File: config.mk
export PLATFORM = sky130hd
export DESIGN_NAME = word_assembler
export DESIGN_NICKNAME = d
export VERILOG_FILES = /design/src/rtl/word_assembler.sv
export SDC_FILE = /design/constraint.sdc
export NUM_CORES = 1
export LEC_CHECK = 0
export BUFFER_PORTS_ARGS = -buffer_cell sky130_fd_sc_hd__buf_2
export CAP_MARGIN = 10
export CORE_MARGIN = 2
export CORE_UTILIZATION = 49
export CTS_CLUSTER_SIZE = 24
export DETAILED_ROUTE_END_ITERATION = 10
export GPL_TIMING_DRIVEN = 0
export PLACE_DENSITY = 0.82
export SYNTH_ARGS = -nofsm -noshare
export SYNTH_HDL_FRONTEND = slang
export SYNTH_SLANG_ARGS = --single-unit
File: constraint.sdc
create_clock -name clk_i -period 3.9 [get_ports clk_i]
set_input_delay 0.585 -clock clk_i [delete_from_list [all_inputs] [get_ports clk_i]]
set_output_delay 0.585 -clock clk_i [all_outputs]
set_load 0.02 [all_outputs]
File: src/rtl/word_assembler.sv
// Byte-to-word assembler: packs four bytes LSB-first into a 32-bit word and
// holds it for a valid/ready consumer, with an optional partial-word timeout.
module word_assembler #(
    parameter int TIMEOUT_CYCLES = 0
) (
    input  logic        clk_i,
    input  logic        reset_i,
    input  logic [7:0]  data_i,
    input  logic        valid_i,
    output logic        ready_o,
    input  logic        clear_i,
    output logic [31:0] data_o,
    output logic        valid_o,
    input  logic        ready_i,
    output logic [1:0]  byte_count_o,
    output logic        timeout_o
);

    typedef enum logic {
        ST_FILL = 1'b0,
        ST_FULL = 1'b1
    } state_t;

    localparam int            CW        = (TIMEOUT_CYCLES > 0) ? $clog2(TIMEOUT_CYCLES + 1) : 1;
    localparam logic [CW-1:0] IDLE_LAST = CW'((TIMEOUT_CYCLES > 0) ? TIMEOUT_CYCLES - 1 : 0);
    localparam logic [CW-1:0] IDLE_MAX  = CW'(TIMEOUT_CYCLES);

    state_t        r_state;
    state_t        w_state_nxt;
    logic [31:0]   r_data;
    logic [1:0]    r_count;
    logic [CW-1:0] r_idle;
    logic          r_timeout;

    logic          w_ready;
    logic          w_accept;
    logic          w_out_hs;
    logic          w_expire;
    logic          w_idle_run;

    assign w_ready    = (r_state == ST_FILL) && !clear_i && !reset_i;
    assign w_accept   = valid_i && w_ready;
    assign w_out_hs   = (r_state == ST_FULL) && ready_i && !clear_i;
    assign w_idle_run = (TIMEOUT_CYCLES > 0) && (r_state == ST_FILL) && (r_count != 2'd0)
                        && !clear_i && !w_accept;
    // An idle cycle seen with the counter already at its last value is the expiry cycle.
    assign w_expire   = w_idle_run && (r_idle == IDLE_LAST);

    // State register
    always_ff @(posedge clk_i) begin
        if (reset_i) begin
            r_state <= ST_FILL;
        end else begin
            r_state <= w_state_nxt;
        end
    end

    // Next-state logic
    always_comb begin
        w_state_nxt = r_state;
        case (r_state)
            ST_FILL: begin
                if (clear_i) begin
                    w_state_nxt = ST_FILL;
                end else if (w_accept && (r_count == 2'd3)) begin
                    w_state_nxt = ST_FULL;
                end else begin
                    w_state_nxt = ST_FILL;
                end
            end
            ST_FULL: begin
                if (clear_i || ready_i) begin
                    w_state_nxt = ST_FILL;
                end else begin
                    w_state_nxt = ST_FULL;
                end
            end
            default: w_state_nxt = ST_FILL;
        endcase
    end

    // Word, byte count, idle counter and timeout pulse
    always_ff @(posedge clk_i) begin
        if (reset_i || clear_i) begin
            r_data    <= 32'd0;
            r_count   <= 2'd0;
            r_idle    <= '0;
            r_timeout <= 1'b0;
        end else begin
            r_timeout <= w_expire;
            if (w_accept) begin
                // Count wraps 3 -> 0 on the fourth byte, as the word moves to FULL.
                r_data  <= r_data | (32'(data_i) << {r_count, 3'b000});
                r_count <= r_count + 2'd1;
                r_idle  <= '0;
            end else if (w_out_hs) begin
                r_data  <= 32'd0;
            end else if (w_expire) begin
                r_data  <= 32'd0;
                r_count <= 2'd0;
                r_idle  <= '0;
            end else if (w_idle_run && (r_idle != IDLE_MAX)) begin
                r_idle  <= r_idle + CW'(1);
            end
        end
    end

    // Outputs
    always_comb begin
        ready_o      = w_ready;
        valid_o      = (r_state == ST_FULL);
        data_o       = r_data;
        byte_count_o = r_count;
        timeout_o    = r_timeout;
    end

endmodule

==> results.yml, run 1 <==
outcome:
  status: "finished, final reports clean"
timing:
  tns_ns: 0
  fin_crit_sh: 0.4791
  final-hold-violation-count: 0
  rsz0062_at_grt: "false"
  clock.fmax_mhz: 535.2
  fin_worst_skew_ns: 0.005224
  period_minus_slack_ns: 1.869
  drv_slew: 0
  setup_viol: 0
logic_synthesis:
  syn_inst: 91
  synth.avg_cell_area_sq_um: 12.86
  ys_seq_area_frac: 0.5989
  yosysWarningCount: 0
  syn_nets: 105
  yosys.cell_types.count: 16
  synth_seq_cells: 35
  netlist_area_sq_um: 1170
routing:
  route.detailed.drc: 0
  routedWlPerCell_um: 15.19
  viasPerCell: 5.480
  drtPass1Iterations: 4
  drt_iter0_markers: 26
  wirelength_um: 2659
  num_vias: 959
  ant_nets: 0
power:
  power_density_nw_per_um2: 442.3
  leakagePower_nw: 0.7647
  ir_drop_mv: 0.2857
placed_design:
  gp_congestion: 0.6764
  post_dp_cell_area_sq_um: 1445
  io_buffers: 48
  hpwl_um: 1938
setup_path:
  path_class: "primary input to output port"
  cp_max_fo: 5
  critPathMaxStageDelay_ns: 0.34
  required_ns: 3.31
  end_kind: "output port"
  startpoint_type: "primary input"
  crit_slowest_cell: "or2_2"
  crit_path_frequent_cell: "buf_2"
  rrSetupSlack_ns: 2.32
  arrival_ns: 1.28
  path_cells: "buf_2 > or2_2 > nor2_1 > buf_2"
clock_network:
  cts_tree: "done"
  cts_resized: 0
  cts.sinks: 35
  clk_pin_slew_ns: 0.10
  ctsRootBufferMaster: "clkbuf_4"
  cts_setup_buffers: 0
  clock_latency_ns: 0.32
  htree_num_levels: 2
  cts_hold_buffers: 0
  clockBufferDepth: 2
  cts_buffers: 5
floorplan:
  start_util: 0.5238
  die-area_sq_um: 2794
  ios: 50
  core_area_sq_um: 2233
  die_x_um: 52.86
  fp-row-count: 17
  dieHeight_um: 52.86
final_layout:
  final_nets: 160
  design_area_sq_um: 1531
  diodes: 0
  layout-drive-gt1-share: 0.4490
  syn_to_final_growth_pct: 30.91
global_route:
  track_usage: 0.2145
  grt_max_degree: 12
  grt_pass1_wl_um: 4305
  grt_pass1_vias: 915
  grt_overflow_total: 0
  antenna_found_initial: 0
job:
  max_cap_viol_count: 0
min_path:
  hold_path.class: "register to register"
[cell families after synthesis]
group,Yosys count,share of synthesized area
fa+ha+maj,1,0.01069
buf+inv,6,0.02567
compound gates,34,0.2481
simple gates,12,0.09733
mux,1,0.008556
xor+xnor,1,0.007488
flops,35,0.5989
other cells,1,0.003205
[synth_stat cells]
master,count,share of area
a21oi_1,2,0.0086
a22o_1,32,0.24
and2b_1,1,0.0064
buf_2,3,0.013
buf_4,1,0.0064
conb_1,1,0.0032
dfxtp_1,35,0.60
ha_1,1,0.011
inv_1,2,0.0064
mux2i_1,1,0.0086
nor2_1,4,0.013
nor2b_1,1,0.0054
nor3_4,4,0.056
or2_2,1,0.0054
or4b_4,1,0.012
xnor2_1,1,0.0075
[cells in the final DEF, fill, tap and decap left out]
cell / count
xnor2_1: 1
inv_1: 2
nor2b_1: 1
ha_1: 1
a22o_1: 32
buf_4: 1
nor3_4: 4
clkbuf_4: 5
conb_1: 1
and2b_1: 1
buf_2: 51
or2_2: 1
nor2_1: 4
or4b_4: 1
clkinv_2: 1
bufinv_16: 1
dfxtp_1: 35
clkbuf_8: 1
a21oi_1: 2
mux2i_1: 1
[path summary, 6_finish.rpt]
| check | end | startpoint | cells past startpoint |
|---|---|---|---|
| min | data_o[2]$_SDFFE_PP0P_ | data_o[2]$_SDFFE_PP0P_ | 1 |
| max | ready_o | clear_i | 4 |
| max reg2reg | data_o[0]$_SDFFE_PP0P_ | valid_o$_SDFF_PP0_ | 3 |
| min reg2reg | data_o[2]$_SDFFE_PP0P_ | data_o[2]$_SDFFE_PP0P_ | 1 |
[through the flow]
| stage | hold WS, ns | instances | worst slack, ns | total power [W] | util |
|---|---|---|---|---|---|
| 2_1_floorplan | 0.6103 | 91 | 2.113 | 0.0003989 | - |
| 3_3_place_gp | 0.4549 | 167 | 2.018 | 0.0004170 | 0.6471 |
| 3_5_place_dp | 0.4641 | 167 | 1.994 | 0.0004188 | 0.6471 |
| 4_1_cts | 0.4889 | 175 | 2.034 | 0.0006825 | 0.6857 |
| 5_1_grt | 0.5012 | 175 | 2.005 | 0.0007047 | 0.6857 |
| 6_report | 0.4850 | 175 | 2.031 | 0.0006773 | 0.6857 |
[cell type report]
| class | count | area, sq um |
|---|---|---|
| Multi-Input combinational cell | 50 | 439.2 |
| Timing Repair Buffer | 48 | 240.2 |
| Inverter | 2 | 7.507 |
| Sequential cell | 35 | 700.7 |
| Clock inverter | 2 | 35.03 |
| Buffer | 4 | 22.52 |
| Clock buffer | 6 | 51.30 |
| Tap cell | 28 | 35.03 |
| Fill cell | 187 | 701.9 |
[critical path: cells and delay by family]
| kind | cells | cell delay, ns |
|---|---|---|
| and+or+nand+nor | 2 | 0.43 |
| buffers and inverters | 2 | 0.27 |
[per-layer routing]
metal  vias up  track usage  routed length, um
met5         -            0                  0
met4         0      0.06410                 25
met3         4      0.07062                200
met2        42       0.3521               1256
met1       459       0.2671               1177
li1        454            -                  -
[flip-flops by register name (all words and copies together), names as in the netlist]
signal        count
data_o           32
byte_count_o      2
valid_o           1
[report_power, final]
| part | switching [W] | internal (W) |
|---|---|---|
| clock | 0.000115 | 0.000152 |
| combinational | 0.0000283 | 0.0000160 |
| sequential | 0.00000419 | 0.000362 |
Note: power is estimated with default switching activity, not from simulation.
==> inputs of run 2 (changes only) <==
--- a/config.mk
+++ b/config.mk
@@ -5,14 +5,15 @@
 export SDC_FILE = /design/constraint.sdc
 export NUM_CORES = 1
 export LEC_CHECK = 0
+export ABC_AREA = 1
 export BUFFER_PORTS_ARGS = -buffer_cell sky130_fd_sc_hd__buf_2
 export CAP_MARGIN = 10
 export CORE_MARGIN = 2
-export CORE_UTILIZATION = 49
+export CORE_UTILIZATION = 50
 export CTS_CLUSTER_SIZE = 24
 export DETAILED_ROUTE_END_ITERATION = 10
 export GPL_TIMING_DRIVEN = 0
-export PLACE_DENSITY = 0.82
+export PLACE_DENSITY = 0.76
 export SYNTH_ARGS = -nofsm -noshare
 export SYNTH_HDL_FRONTEND = slang
 export SYNTH_SLANG_ARGS = --single-unit
==> constraint.sdc (replaced) <==
create_clock -name clk_i -period 1.9 [get_ports clk_i]
set_input_delay 0.285 -clock clk_i [delete_from_list [all_inputs] [get_ports clk_i]]
set_output_delay 0.285 -clock clk_i [all_outputs]
set_load 0.02 [all_outputs]
==> results.yml, run 2 <==
outcome:
  status: "finished, final reports clean"
final_layout:
  most-common-layout-cells: "105 x nand2_1, 52 x buf_2, 50 x inv_1, 35 x dfxtp_1, 27 x nand3_1"
  layout-drive-gt1-share: 0.2529
  final_nets: 362
  diodes: 0
  syn_to_final_growth_pct: 20.63
  fillers: 368
  design_area_sq_um: 2268
  layout_commonest_cell: "nand2_1"
  largest_reg_flops: 32
logic_synthesis:
  synth_top_area_frac: 0.3726
  netlist_area_sq_um: 1881
  syn_nets: 307
  ys_async_sr_fraction: 0
  synth.avg_cell_area_sq_um: 6.418
  synth_common_cells: "105 x nand2_1, 50 x inv_1, 35 x dfxtp_1"
  synth_most_common_cell: "nand2_1"
  ys_top_cells_by_area: "dfxtp_1 37%, nand2_1 21%, inv_1 10%, nand3_1 7.2%, a21oi_1 4.3%"
  ys.flop_type: "dfxtp_1"
  synth-edff-count: 0
  syn_inst: 293
  synth.largest_area_cell: "dfxtp_1"
  ys_seq_area_frac: 0.3726
  synth_seq_cells: 35
  yosys.cell_types.count: 20
  yosysWarningCount: 0
setup_path:
  required_ns: 1.62
  end_kind: "output port"
  startpoint_type: "primary input"
  arrival_ns: 1.07
  cp_max_fo: 9
  path_class: "primary input to output port"
power:
  power_density_nw_per_um2: 619.7
  leakagePower_nw: 1.188
  ir_drop_mv: 0.4184
global_route:
  track_usage: 0.2202
  grt_pass1_wl_um: 7286
  grt_pass1_vias: 1577
  antenna_found_initial: 0
  grt_max_degree: 11
  grt_overflow_total: 0
min_path:
  hold_path.class: "primary input to register"
routing:
  num_vias: 1878
  drtPass1Iterations: 4
  ant_nets: 0
  wirelength_um: 4422
  routedWlPerCell_um: 11.17
  route.detailed.drc: 0
  drt_iter0_markers: 150
  viasPerCell: 4.742
clock_network:
  htree_num_levels: 2
  clk_pin_slew_ns: 0.06
  clockBufferDepth: 2
  cts_hold_buffers: 0
  cts.sinks: 35
  cts_resized: 0
  cts_tree: "done"
  cts_setup_buffers: 0
  clock_latency_ns: 0.28
  cts_buffers: 5
  ctsRootBufferMaster: "clkbuf_8"
placed_design:
  io_buffers: 48
  hpwl_um: 3207
  gp_congestion: 0.7947
  post_dp_cell_area_sq_um: 2181
floorplan:
  start_util: 0.5176
  ios: 50
  die-area_sq_um: 4267
  die_x_um: 65.33
  fp-row-count: 22
  dieHeight_um: 65.33
  core_area_sq_um: 3633
timing:
  fin_worst_skew_ns: 0.004997
  fin_crit_sh: 0.7108
  rsz0062_at_grt: "false"
  drv_slew: 0
  clock.fmax_mhz: 740.5
  tns_ns: 0
  final-hold-violation-count: 0
  setup_viol: 0
  period_minus_slack_ns: 1.350
job:
  max_cap_viol_count: 0
run 2: cells by family after synthesis:
family,after synthesis,synth area share
AO/OA/AOI/OAI,26,0.07119
other,1,0.001994
flip-flops,35,0.3726
adder cells (fa/ha/maj),1,0.006652
buffers and inverters,68,0.1743
AND/OR/NAND/NOR,162,0.3733
run 2: final cells by class:
type | count | area (sq um) | area share
Tap cell | 48 | 60.06 | 0.02648
Multi-Input combinational cell | 190 | 852.1 | 0.3756
Timing Repair Buffer | 48 | 240.2 | 0.1059
Buffer | 16 | 132.6 | 0.05847
Inverter | 52 | 195.2 | 0.08604
Clock inverter | 1 | 5.005 | 0.002206
Clock buffer | 6 | 82.58 | 0.03640
Sequential cell | 35 | 700.7 | 0.3089
run 2: worst max-delay path, stage by stage:
cell	delay (ns)
buf_2	0.12
nor2_4	0.19
inv_2	0.12
nor2_1	0.16
buf_2	0.19
run 2: where the power goes:
part | internal (W) | leakage, nW | switching [W] | total, W
combinational | 0.0000456 | 0.859 | 0.0000831 | 0.000129
sequential | 0.000737 | 0.282 | 0.00000264 | 0.000740
clock | 0.000284 | 0.0470 | 0.000253 | 0.000537
total | 0.00107 | 1.19 | 0.000339 | 0.00141
run 2: path summary, 6_finish.rpt:
kind,slack [ns],start,end,cells after the start
worst max-delay path,0.55,clear_i,ready_o,5
worst min-delay path,0.31,valid_i,byte_count_o[1]$_SDFFE_PP0P_,3
worst max register to register,0.73,byte_count_o[1]$_SDFFE_PP0P_,data_o[13]$_SDFFE_PP0P_,5
worst min register to register,0.48,data_o[20]$_SDFFE_PP0P_,data_o[20]$_SDFFE_PP0P_,2
run 2: metrics by stage:
step           utilization  total power [W]  std cells  worst slack, ns  hold slack, ns
6_report            0.6243         0.001406        396           0.5496          0.3078
3_3_place_gp        0.6002        0.0008822        389           0.5653          0.4604
2_1_floorplan            -        0.0008363        293           0.7163          0.4195
5_1_grt             0.6243         0.001467        396           0.4799          0.3227
3_5_place_dp        0.6002        0.0008841        389           0.5566          0.4718
4_1_cts             0.6243         0.001417        396           0.5476          0.2981
run 2: routing by layer:
metal  share of wire  global-route usage
met5               0                   0
met4           0.017             0.06510
met3           0.070             0.04452
met2            0.43              0.3355
met1            0.48              0.3140
==> inputs of run 3 (changes only) <==
--- a/config.mk
+++ b/config.mk
@@ -9,11 +9,11 @@
 export BUFFER_PORTS_ARGS = -buffer_cell sky130_fd_sc_hd__buf_2
 export CAP_MARGIN = 10
 export CORE_MARGIN = 2
-export CORE_UTILIZATION = 50
+export CORE_UTILIZATION = 47
 export CTS_CLUSTER_SIZE = 24
 export DETAILED_ROUTE_END_ITERATION = 10
 export GPL_TIMING_DRIVEN = 0
-export PLACE_DENSITY = 0.76
+export PLACE_DENSITY = 0.75
 export SYNTH_ARGS = -nofsm -noshare
 export SYNTH_HDL_FRONTEND = slang
 export SYNTH_SLANG_ARGS = --single-unit
==> constraint.sdc (replaced) <==
create_clock -name clk_i -period 1.1 [get_ports clk_i]
set_input_delay 0.165 -clock clk_i [delete_from_list [all_inputs] [get_ports clk_i]]
set_output_delay 0.165 -clock clk_i [all_outputs]
set_load 0.02 [all_outputs]
==> results.yml, run 3 (synthesized netlist as in run 2, its figures left out) <==
routing:
  wirelength_um: 4799
  drtPass1Iterations: 4
  ant_nets: 0
  routedWlPerCell_um: 12.03
  viasPerCell: 4.789
  drt_iter0_markers: 139
  num_vias: 1911
  route.detailed.drc: 0
global_route:
  track_usage: 0.2197
  grt_overflow_total: 0
  grt_pass1_wl_um: 7286
  grt_pass1_vias: 1618
  antenna_found_initial: 0
  grt_max_degree: 11
setup_path:
  end_kind: "register"
  arrival_ns: 1.31
  startpoint_type: "register"
  path_class: "register to register"
  required_ns: 1.33
  cp_max_fo: 9
floorplan:
  ios: 50
  core_area_sq_um: 3744
  dieHeight_um: 67.26
  die_x_um: 67.26
  fp-row-count: 22
  start_util: 0.5023
  die-area_sq_um: 4523
placed_design:
  io_buffers: 48
  gp_congestion: 0.8773
  hpwl_um: 3261
final_layout:
  fillers: 389
  final_nets: 364
  fin_util: 0.6273
  diodes: 0
  largest_reg_flops: 32
  layout-drive-gt1-share: 0.2735
  layout_commonest_cell: "nand2_1"
  most-common-layout-cells: "105 x nand2_1, 48 x buf_2, 48 x inv_1, 32 x dfxtp_1, 27 x nand3_1"
  syn_to_final_growth_pct: 24.88
clock_network:
  cts_tree: "done"
  clockBufferDepth: 2
  cts_buffers: 5
  clock_latency_ns: 0.29
  htree_num_levels: 2
  cts.sinks: 35
  ctsRootBufferMaster: "clkbuf_8"
  clk_pin_slew_ns: 0.07
timing:
  setup_viol: 0
  drv_slew: 0
  rsz0062_at_grt: "true"
  fin_crit_sh: 0.9825
  whs_ns: 0.1694
  final-hold-violation-count: 0
  period_minus_slack_ns: 1.081
  fin_worst_skew_ns: 0.008591
  tns_ns: 0
  clock.fmax_mhz: 925.3
min_path:
  hold_path.class: "primary input to register"
job:
  max_cap_viol_count: 0
power:
  ir_drop_mv: 0.6596
  leakagePower_nw: 1.212
  power_density_nw_per_um2: 1086
outcome:
  status: "finished, final reports clean"
-- run 3: changes by cell type in the layout (fill, tap and decap cells not counted), sizes merged --
cell	before	now
clkinvlp	0	1
buf	64	65
clkinv	1	0
clkbuf	6	9
inv	52	51
-- run 3: routing by layer --
layer / global-route usage / part of all wire / routed length [um]
met1: 0.2941 / 0.45 / 2151
met3: 0.04833 / 0.074 / 353
met2: 0.3416 / 0.47 / 2237
met5: 0 / 0 / 0
met4: 0.09184 / 0.012 / 57
-- run 3: metrics by stage --
| step | area (sq um) | setup slack, ns | cells | power, W |
|---|---|---|---|---|
| after CTS | 2303 | 0.01251 | 397 | 0.002554 |
| final | 2349 | 0.01925 | 399 | 0.002551 |
| after floorplan | 1884 | 0.002854 | 293 | 0.001445 |
| after global placement | 2185 | -0.004086 | 389 | 0.001524 |
| after global routing | 2349 | -0.08010 | 399 | 0.002643 |
| after detailed placement | 2185 | -0.05443 | 389 | 0.001527 |
-- run 3: area by class of cell --
class / instances / area (sq um) / area share
plain buffers: 16 / 151.4 / 0.06446
clock buffers: 8 / 100.1 / 0.04262
inverters: 52 / 201.4 / 0.08578
multi-input cells: 190 / 867.1 / 0.3692
flip-flops and latches: 35 / 706.9 / 0.3010
well taps: 48 / 60.06 / 0.02557
repair buffers: 50 / 261.5 / 0.1113
-- run 3: timing repair --
item,in CTS,in global routing
cloned,0,1
setup buffers,0,1
setup endpoints to repair,8,34
hold buffers,0,0
pin swaps,0,1
resized for setup,10,11
-- run 3: critical path: stages, from the launching register on --
cell and delay (ns):
dfxtp_2 0.34, buf_6 0.14, inv_4 0.10, buf_4 0.15
nand3_1 0.08, nand2_1 0.07, nand2_1 0.05, a21oi_2 0.09
-- run 3: worst paths after layout --
check / start / end / slack [ns] / cells past startpoint
max: byte_count_o[0]$_SDFFE_PP0P_ / data_o[23]$_SDFFE_PP0P_ / 0.02 / 7
min reg2reg: data_o[19]$_SDFFE_PP0P_ / data_o[19]$_SDFFE_PP0P_ / 0.48 / 2
min: valid_i / byte_count_o[1]$_SDFFE_PP0P_ / 0.17 / 3
max reg2reg: byte_count_o[0]$_SDFFE_PP0P_ / data_o[23]$_SDFFE_PP0P_ / 0.02 / 7
-- run 3: where the power goes --
group	switching, W	leakage [nW]	internal [W]
Combinational	0.000151	0.877	0.0000852
Clock	0.000469	0.0515	0.000572
Sequential	0.00000439	0.284	0.00127
